==> config.mk <==
export PLATFORM = sky130hd
export DESIGN_NAME = serial_pattern_tx
export DESIGN_NICKNAME = d
export VERILOG_FILES = /design/src/rtl/serial_pattern_tx.sv
export SDC_FILE = /design/constraint.sdc
export NUM_CORES = 1
export LEC_CHECK = 0
export CAP_MARGIN = 10
export CORE_ASPECT_RATIO = 0.7
export CORE_MARGIN = 2
export CORE_UTILIZATION = 30
export DETAILED_ROUTE_END_ITERATION = 6
export GPL_ROUTABILITY_DRIVEN = 0
export SLEW_MARGIN = 10
export SYNTH_ARGS = -nofsm -noshare
export SYNTH_HDL_FRONTEND = slang
export SYNTH_SLANG_ARGS = --single-unit
==> constraint.sdc <==
create_clock -name clock -period 5.5 [get_ports clock]
set_input_delay 0.55 -clock clock [delete_from_list [all_inputs] [get_ports clock]]
set_output_delay 0.55 -clock clock [all_outputs]
set_load 0.02 [all_outputs]
==> src/rtl/serial_pattern_tx.sv <==
// serial_pattern_tx
// Takes parallel words over a valid/ready handshake and shifts them out
// MSB-first, one bit per clock. Also keeps saturating reference counts of
// the "101" and "010" patterns in the emitted stream, so a checker can
// compare them against the pattern detector's pulses.
module serial_pattern_tx #(
    parameter int       WIDTH      = 10,
    parameter int       CNT_W      = 8,
    parameter logic     IDLE_LEVEL = 1'b0
) (
    input  logic             clock,
    input  logic             reset,
    input  logic [WIDTH-1:0] data,
    input  logic             load_valid,
    output logic             load_ready,
    output logic             serial_out,
    output logic             serial_valid,
    output logic             done,
    input  logic             clear_counts,
    output logic [CNT_W-1:0] count_101,
    output logic [CNT_W-1:0] count_010
);

    // Index of the bit currently on the line; WIDTH >= 2 keeps this >= 1 bit.
    localparam int               IDX_W    = $clog2(WIDTH);
    localparam logic [IDX_W-1:0] LAST_IDX = IDX_W'(WIDTH - 1);
    localparam logic [CNT_W-1:0] CNT_MAX  = {CNT_W{1'b1}};

    // Pattern slots: 0 counts "101", 1 counts "010".
    localparam int         NUM_PAT = 2;
    localparam logic [2:0] PAT_101 = 3'b101;
    localparam logic [2:0] PAT_010 = 3'b010;

    typedef enum logic {
        IDLE  = 1'b0,
        SHIFT = 1'b1
    } state_t;

    state_t               state_q;
    logic [WIDTH-1:0]     shreg_q;
    logic [IDX_W-1:0]     bit_idx_q;
    logic                 serial_out_q;
    logic                 serial_valid_q;
    logic                 done_q;

    logic                 h1_q;
    logic                 h2_q;
    logic [1:0]           fill_q;

    logic [CNT_W-1:0]     cnt_q [NUM_PAT];
    logic [NUM_PAT-1:0]   pat_hit;
    logic [2:0]           window;
    logic                 hist_full;
    logic                 last_bit;
    logic                 handshake;

    // ------------------------------------------------------------------
    // Handshake
    // ------------------------------------------------------------------
    // Ready while idle, or on the last bit so the next word follows with no
    // gap. Held low during reset so nothing is accepted on a reset edge.
    assign last_bit   = (state_q == SHIFT) && (bit_idx_q == '0);
    assign load_ready = ~reset & ((state_q == IDLE) | last_bit);
    assign handshake  = load_valid & load_ready;

    // ------------------------------------------------------------------
    // Shift FSM
    // ------------------------------------------------------------------
    // Single-block FSM; outputs are registered and always describe the bit
    // that the shift register will present after this edge.
    always_ff @(posedge clock) begin
        if (reset) begin
            state_q        <= IDLE;
            shreg_q        <= '0;
            bit_idx_q      <= '0;
            serial_out_q   <= IDLE_LEVEL;
            serial_valid_q <= 1'b0;
            done_q         <= 1'b0;
        end else begin
            case (state_q)
                IDLE: begin
                    if (handshake) begin
                        state_q        <= SHIFT;
                        shreg_q        <= data;
                        bit_idx_q      <= LAST_IDX;
                        serial_out_q   <= data[WIDTH-1];
                        serial_valid_q <= 1'b1;
                        done_q         <= 1'b0;
                    end else begin
                        serial_out_q   <= IDLE_LEVEL;
                        serial_valid_q <= 1'b0;
                        done_q         <= 1'b0;
                    end
                end

                SHIFT: begin
                    if (bit_idx_q == '0) begin
                        if (handshake) begin
                            // Back-to-back word: reload without leaving SHIFT.
                            state_q        <= SHIFT;
                            shreg_q        <= data;
                            bit_idx_q      <= LAST_IDX;
                            serial_out_q   <= data[WIDTH-1];
                            serial_valid_q <= 1'b1;
                            done_q         <= 1'b0;
                        end else begin
                            state_q        <= IDLE;
                            shreg_q        <= shreg_q << 1;
                            bit_idx_q      <= '0;
                            serial_out_q   <= IDLE_LEVEL;
                            serial_valid_q <= 1'b0;
                            done_q         <= 1'b0;
                        end
                    end else begin
                        shreg_q        <= shreg_q << 1;
                        bit_idx_q      <= bit_idx_q - IDX_W'(1);
                        serial_out_q   <= shreg_q[WIDTH-2];
                        serial_valid_q <= 1'b1;
                        done_q         <= (bit_idx_q == IDX_W'(1));
                    end
                end

                default: begin
                    state_q        <= IDLE;
                    serial_out_q   <= IDLE_LEVEL;
                    serial_valid_q <= 1'b0;
                    done_q         <= 1'b0;
                end
            endcase
        end
    end

    assign serial_out   = serial_out_q;
    assign serial_valid = serial_valid_q;
    assign done         = done_q;

    // ------------------------------------------------------------------
    // Pattern history
    // ------------------------------------------------------------------
    // Two-bit history of emitted bits. Any idle cycle empties it, so a
    // pattern can never straddle a gap, while back-to-back words share it.
    always_ff @(posedge clock) begin
        if (reset) begin
            h1_q   <= 1'b0;
            h2_q   <= 1'b0;
            fill_q <= 2'd0;
        end else if (serial_valid_q) begin
            h2_q <= h1_q;
            h1_q <= serial_out_q;
            if (fill_q != 2'd2) begin
                fill_q <= fill_q + 2'd1;
            end
        end else begin
            fill_q <= 2'd0;
        end
    end

    // Three-bit window ending with the bit currently on the line.
    assign window    = {h2_q, h1_q, serial_out_q};
    assign hist_full = serial_valid_q && (fill_q == 2'd2);

    // Combinational match of the current window against each pattern.
    always_comb begin
        pat_hit    = '0;
        pat_hit[0] = hist_full && (window == PAT_101);
        pat_hit[1] = hist_full && (window == PAT_010);
    end

    // ------------------------------------------------------------------
    // Saturating counters
    // ------------------------------------------------------------------
    generate
        for (genvar gi = 0; gi < NUM_PAT; gi++) begin : g_cnt
            // Count matches for pattern gi; clear overrides a same-cycle hit.
            always_ff @(posedge clock) begin
                if (reset || clear_counts) begin
                    cnt_q[gi] <= '0;
                end else if (pat_hit[gi] && (cnt_q[gi] != CNT_MAX)) begin
                    cnt_q[gi] <= cnt_q[gi] + CNT_W'(1);
                end
            end
        end
    endgenerate

    assign count_101 = cnt_q[0];
    assign count_010 = cnt_q[1];

endmodule
==> flow_metrics.py, run 1 <==
metrics = {
    "clock_tree": {
        "cts_made_buffers": 5,
        "clock_latency_ns": 0.28,
        "post_cts_buffers": 0,
        "clk_pin_slew_ns": 0.07,
        "cts-root-buf": "clkbuf_8",
        "cts.path.max_buffers": 2,
        "cts_tree": "yes",
        "post_cts_resized": 0,
        "htree_levels": 2,
        "hold_buffers": 0,
        "cts_sinks": 36,
    },
    "layout": {
        "fin_nets": 233,
        "multi_input_area_sq_um": 872,
        "register_area_sq_um": 881,
        "syn_to_final_growth_pct": 27.9,
        "num_antenna_cells": 0,
        "num-fill-cells": 577,
        "drive_gt1_share_pct": 11.2,
    },
    "worst_setup_path": {
        "reg2reg_to": "cnt_q[0][1]$_SDFFCE_PN0P_",
        "worstPathCellList": "clkdlybuf4s50_1 > a21oi_1 > clkdlybuf4s50_1",
        "slowest_stage": "clkdlybuf4s50_1",
        "critPathCaptureType": "output port",
        "worstPathArrival_ns": 2.24,
        "r2r-start": "cnt_q[0][0]$_SDFFCE_PN0P_",
        "required_ns": 4.95,
        "r2r.worst_path.cells": 4,
        "worst_path_most_repeated_cell": "clkdlybuf4s50_1",
        "reg2reg_slack_ns": 3.24,
        "critPathMaxFanout": 21,
        "startpoint_type": "primary input",
        "critical_path_class": "in -> out",
        "max_stage_delay_ns": 0.78,
    },
    "floorplan": {
        "rows": 23,
        "fp.dieArea_sq_mm": 0.00666,
        "die_h_um": 68.9,
        "io_pins": 34,
        "initial_core_util_pct": 31.4,
        "chipWidth_um": 96.7,
        "core_area_sq_mm": 0.00576,
    },
    "sta": {
        "max_slew_margin_pct": 25.5,
        "setup_tns_ns": 0,
        "fin_crit_ns": 2.79,
        "slew_viol_final": 0,
        "tightest_slew_ns": 1.11,
        "fin_hold_ws_ns": 0.489,
        "skew_ns": 0.00567,
        "finalHoldViolCount": 0,
        "finalSetupViolations": 0,
        "fmax_mhz": 358,
        "timing.final.crit_share_pct": 50.8,
        "grt_setup_unrepaired": "no",
    },
    "global_routing": {
        "first_global_vias": 1329,
        "overflow": 0,
        "track_usage_pct": 11.3,
        "antenna_found_initial": 0,
        "grt_max_degree": 25,
        "grt_pass1_wl_mm": 6.02,
    },
    "placement": {
        "place_hpwl_mm": 2.59,
        "portBuffers": 33,
    },
    "worst_hold_path": {
        "hp-start": "shreg_q[8]$_SDFFE_PP0P_",
        "whs_endpoint": "serial_out$_SDFF_PP0_",
        "hold_depth": 2,
        "min_path_type": "reg -> reg",
    },
    "detailed_routing": {
        "vias": 1465,
        "highest_layer": "met4",
        "drt_pass1_iterations": 4,
        "drt-vias-per-instance": 5.07,
        "route.met2.wl_mm": 1.48,
        "drc": 0,
        "routedWlPerCell_um": 12.8,
        "drt.antenna.violating_nets": 0,
        "routed_wl_mm": 3.70,
        "route.met3.wl_um": 132,
        "drt_iter0_drc": 57,
        "wl_met1_mm": 2.07,
    },
    "run": {
        "max-cap-violations": 0,
    },
    "power": {
        "p_leak_nw": 0.782,
        "vdd_drop_max_mv": 0.110,
        "power_density_mw_per_mm2": 262,
    },
    "yosys": {
        "synth_top_area_share_pct": 26.6,
        "syn_inst": 179,
        "syn_nets": 199,
        "ys_seq_area_share_pct": 48.8,
        "yosysTopAreaCell": "edfxtp_1",
        "syn_area_sq_mm": 0.00181,
        "avgSynthCellArea_sq_um": 10.1,
        "synth_seq_cells": 36,
        "yosysUniqueCellTypes": 41,
        "synth_area_leaders": "edfxtp_1, dfxtp_1, o221a_2",
        "yosys_warnings": 0,
    },
    "outcome": {
        "status": "completed",
    },
}
## critical path, delay by kind of cell
kind	cells	cell delay (ns)
AOI/OAI and AO/OA	1	0.28
buffers and inverters	2	1.42
## registers in the layout, indices dropped and copies added, names as in the netlist
| name | cells |
|---|---|
| serial_out | 1 |
| serial_valid | 1 |
| fill_q | 2 |
| done | 1 |
| h2_q | 1 |
| cnt_q | 16 |
| bit_idx_q | 4 |
| shreg_q | 9 |
| h1_q | 1 |
## metrics by stage
stage | utilization [%] | total power [mW] | instances | worst slack, ns | area (sq um)
floorplan | - | 0.370 | 179 | 3.47 | 1810
global placement | 38.3 | 0.404 | 281 | 2.69 | 2210
detailed placement | 38.3 | 0.405 | 281 | 2.69 | 2210
CTS | 40.1 | 0.612 | 289 | 2.67 | 2310
global route | 40.1 | 0.634 | 289 | 2.56 | 2310
finish | 40.1 | 0.605 | 289 | 2.71 | 2310
## metal layers
layer	global-route usage, %	vias up
li1	-	747
met1	15.8	692
met2	16.8	24
met3	3.33	2
met4	3.70	0
met5	0	-
## layout by cell type, fill, tap and decap left out, types with 2 or more instances in the layout
cell and count:
a21oi_1 6, nor2_1 20, nor3b_1 2, inv_1 6, ha_1 6, mux2i_1 3
nand3_1 11, nand2_1 6, clkdlybuf4s50_1 33, o221a_2 8, or3_1 6, o21ai_0 8
a32oi_1 2, clkbuf_8 5, a211oi_1 6, xnor2_1 2, nand4_1 2, dfxtp_1 20
nor3_1 17, xor2_1 5, edfxtp_1 16
## power by group
part           switching, mW  leakage, nW  internal [mW]
registers             0.0156        0.343          0.295
logic                 0.0447        0.385         0.0432
clock network         0.0901       0.0534          0.116
total                  0.150        0.782          0.455
## final cells by class
class,count,share of cell area [%]
Tap cell,75,4.06
Clock inverter,1,0.217
Inverter,6,0.975
Multi-Input combinational cell,130,37.8
Clock buffer,7,4.23
Timing Repair Buffer,34,14.6
Sequential cell,36,38.1
## kinds of logic (layout without fill, tap and decap cells)
| logic type | Yosys count | count (layout) | share of synthesized area [%] |
|---|---|---|---|
| buf+inv | 13 | 48 | 2.91 |
| xor+xnor | 7 | 7 | 3.40 |
| flops | 36 | 36 | 48.8 |
| compound gates | 35 | 35 | 14.7 |
| fa+ha+maj | 6 | 6 | 4.16 |
| simple gates | 78 | 78 | 23.8 |
| mux | 4 | 4 | 2.29 |
## synth_stat cells
library cell   n
a211oi_1       6
a211oi_2       1
a21oi_1        6
a311oi_1       1
a32oi_1        2
and2_1         1
and3b_1        1
buf_1          1
buf_2          3
clkbuf_1       3
dfxtp_1       20
edfxtp_1      16
ha_1           6
inv_1          6
mux2_2         1
mux2i_1        3
nand2_1        6
nand2b_1       1
nand3_1       11
nand3_2        1
nand4_1        2
nand4_2        1
nand4b_1       1
nand4bb_1      1
nor2_1        20
nor2_2         1
nor2b_1        1
nor3_1        17
nor3_2         1
nor3b_1        2
nor3b_2        1
nor4b_1        1
o211ai_1       1
o21ai_0        9
o21ai_2        1
o221a_2        8
or3_1          6
or3b_1         1
or4b_1         1
xnor2_1        2
xor2_1         5
## worst max path at each step
stage	startpoint	to	slack, ns	depth (start not counted)
after floorplan	cnt_q[1][0]$_SDFFCE_PN0P_	cnt_q[1][0]$_SDFFCE_PN0P_	3.47	4
after global placement	reset	load_ready	2.69	3
after detailed placement	reset	load_ready	2.69	3
after CTS	reset	load_ready	2.67	3
after global routing	reset	load_ready	2.56	3
final	reset	load_ready	2.71	3
No activity file was read; power rests on OpenSTA's default activity.
==> run 2: changes to the inputs <==
- clock period: 5.5 -> 2.6 ns (I/O delays scaled with it)
==> flow_metrics.py, run 2 (synthesis gave the netlist of run 1 again) <==
metrics = {
    "worst_setup_path": {
        "worstPathArrival_ns": 2.09,
        "reg2reg_slack_ns": 0.41,
        "critPathMaxFanout": 8,
        "startpoint_type": "flop",
        "critPathCaptureType": "flop",
        "required_ns": 2.50,
        "critical_path_class": "reg -> reg",
    },
    "placement": {
        "portBuffers": 33,
        "place_hpwl_mm": 2.89,
    },
    "clock_tree": {
        "hold_buffers": 0,
        "clock_latency_ns": 0.29,
        "cts_sinks": 36,
        "cts-root-buf": "clkbuf_8",
        "clk_pin_slew_ns": 0.07,
        "cts_tree": "yes",
        "cts_made_buffers": 5,
        "htree_levels": 2,
        "cts.path.max_buffers": 2,
    },
    "global_routing": {
        "grt_pass1_wl_mm": 6.53,
        "grt_max_degree": 25,
        "antenna_found_initial": 0,
        "first_global_vias": 1357,
        "track_usage_pct": 12.5,
        "overflow": 0,
    },
    "power": {
        "p_leak_nw": 0.811,
        "power_density_mw_per_mm2": 530,
        "vdd_drop_max_mv": 0.234,
    },
    "sta": {
        "grt_setup_unrepaired": "no",
        "fmax_mhz": 457,
        "skew_ns": 0.00388,
        "tightest_slew_ns": 1.13,
        "fin_hold_ws_ns": 0.495,
        "finalHoldViolCount": 0,
        "finalSetupViolations": 0,
        "fin_crit_ns": 2.19,
        "setup_tns_ns": 0,
        "slew_viol_final": 0,
        "timing.final.crit_share_pct": 84.1,
        "max_slew_margin_pct": 23.9,
    },
    "layout": {
        "top_regs": "cnt_q x16, shreg_q x9, bit_idx_q x4",
        "max_flop_register": "cnt_q",
        "largest_reg_flops": 16,
        "mostFrequentLayoutCell": "clkdlybuf4s50_1",
        "syn_to_final_growth_pct": 29.4,
        "fin_nets": 239,
        "num_antenna_cells": 0,
        "most-common-layout-cells": "clkdlybuf4s50_1, nor2_1, dfxtp_1",
        "drive_gt1_share_pct": 13.2,
    },
    "floorplan": {
        "rows": 23,
        "io_pins": 34,
        "die_h_um": 68.9,
        "initial_core_util_pct": 31.4,
        "chipWidth_um": 96.7,
        "fp.dieArea_sq_mm": 0.00666,
        "core_area_sq_mm": 0.00576,
    },
    "outcome": {
        "status": "completed",
    },
    "run": {
        "max-cap-violations": 0,
    },
    "detailed_routing": {
        "routed_wl_mm": 4.06,
        "vias": 1490,
        "drc": 0,
        "drt_iter0_drc": 54,
        "drt_pass1_iterations": 4,
        "drt.antenna.violating_nets": 0,
        "drt-vias-per-instance": 5.05,
        "routedWlPerCell_um": 13.7,
    },
    "worst_hold_path": {
        "min_path_type": "reg -> reg",
    },
}
-- run 2: changes by cell type in the layout (fill, tap and decap cells not counted) --
cell | before | now
buf_4 | 1 | 7
o21ai_0 | 8 | 9
clkdlybuf4s50_1 | 33 | 32
dlymetal6s2s_1 | 0 | 1
clkbuf_16 | 1 | 0
clkbuf_1 | 1 | 2
o21ai_1 | 1 | 0
-- run 2: critical path, stage by stage, from the launching register on --
cell and delay [ns]:
edfxtp_1 0.48, ha_1 0.30, nand3_1 0.10, nor2_2 0.04
o21ai_0 0.88
-- run 2: per-stage QoR --
stage / cells / instance area, sq um / worst slack, ns / util (%) / total power [mW]
detailed placement: 287 / 2250 / 0.380 / 39.1 / 0.863
CTS: 295 / 2330 / 0.133 / 40.5 / 1.25
global placement: 287 / 2250 / 0.476 / 39.1 / 0.861
global route: 295 / 2340 / 0.251 / 40.6 / 1.29
finish: 295 / 2340 / 0.412 / 40.6 / 1.24
floorplan: 179 / 1810 / 0.570 / - / 0.783
-- run 2: path summary, 6_finish.rpt --
path / from / endpoint / depth (start not counted)
worst min register to register: shreg_q[8]$_SDFFE_PP0P_ / serial_out$_SDFF_PP0_ / 2
worst min-delay path: shreg_q[8]$_SDFFE_PP0P_ / serial_out$_SDFF_PP0_ / 2
worst max-delay path: cnt_q[0][0]$_SDFFCE_PN0P_ / cnt_q[0][7]$_SDFFCE_PN0P_ / 4
worst max register to register: cnt_q[0][0]$_SDFFCE_PN0P_ / cnt_q[0][7]$_SDFFCE_PN0P_ / 4
-- run 2: where the power goes --
part | switching, mW | total [mW] | internal (mW)
combinational | 0.0974 | 0.193 | 0.0952
sequential | 0.0335 | 0.658 | 0.624
clock | 0.198 | 0.387 | 0.188
-- run 2: layer usage --
layer	up-vias	wire length, um	track usage (%)
met5	-	0	0
met4	0	57	4.75
met3	6	175	3.53
met2	34	1620	17.7
met1	696	2200	18.0
li1	754	-	-
-- run 2: final cells by class --
cell class | instances | area, sq um
sequential | 36 | 881
fill | 589 | 3420
multi-input combinational | 130 | 872
timing repair buffer | 40 | 385
clock buffer | 7 | 76.3
inverter | 6 | 22.5
clock inverter | 1 | 5.00
tap | 75 | 93.8
-- run 2: repair_timing --
action | in CTS | in global routing
setup buffers | 0 | 0
gates resized for setup | 0 | 1
endpoints found under the setup margin | 0 | 1
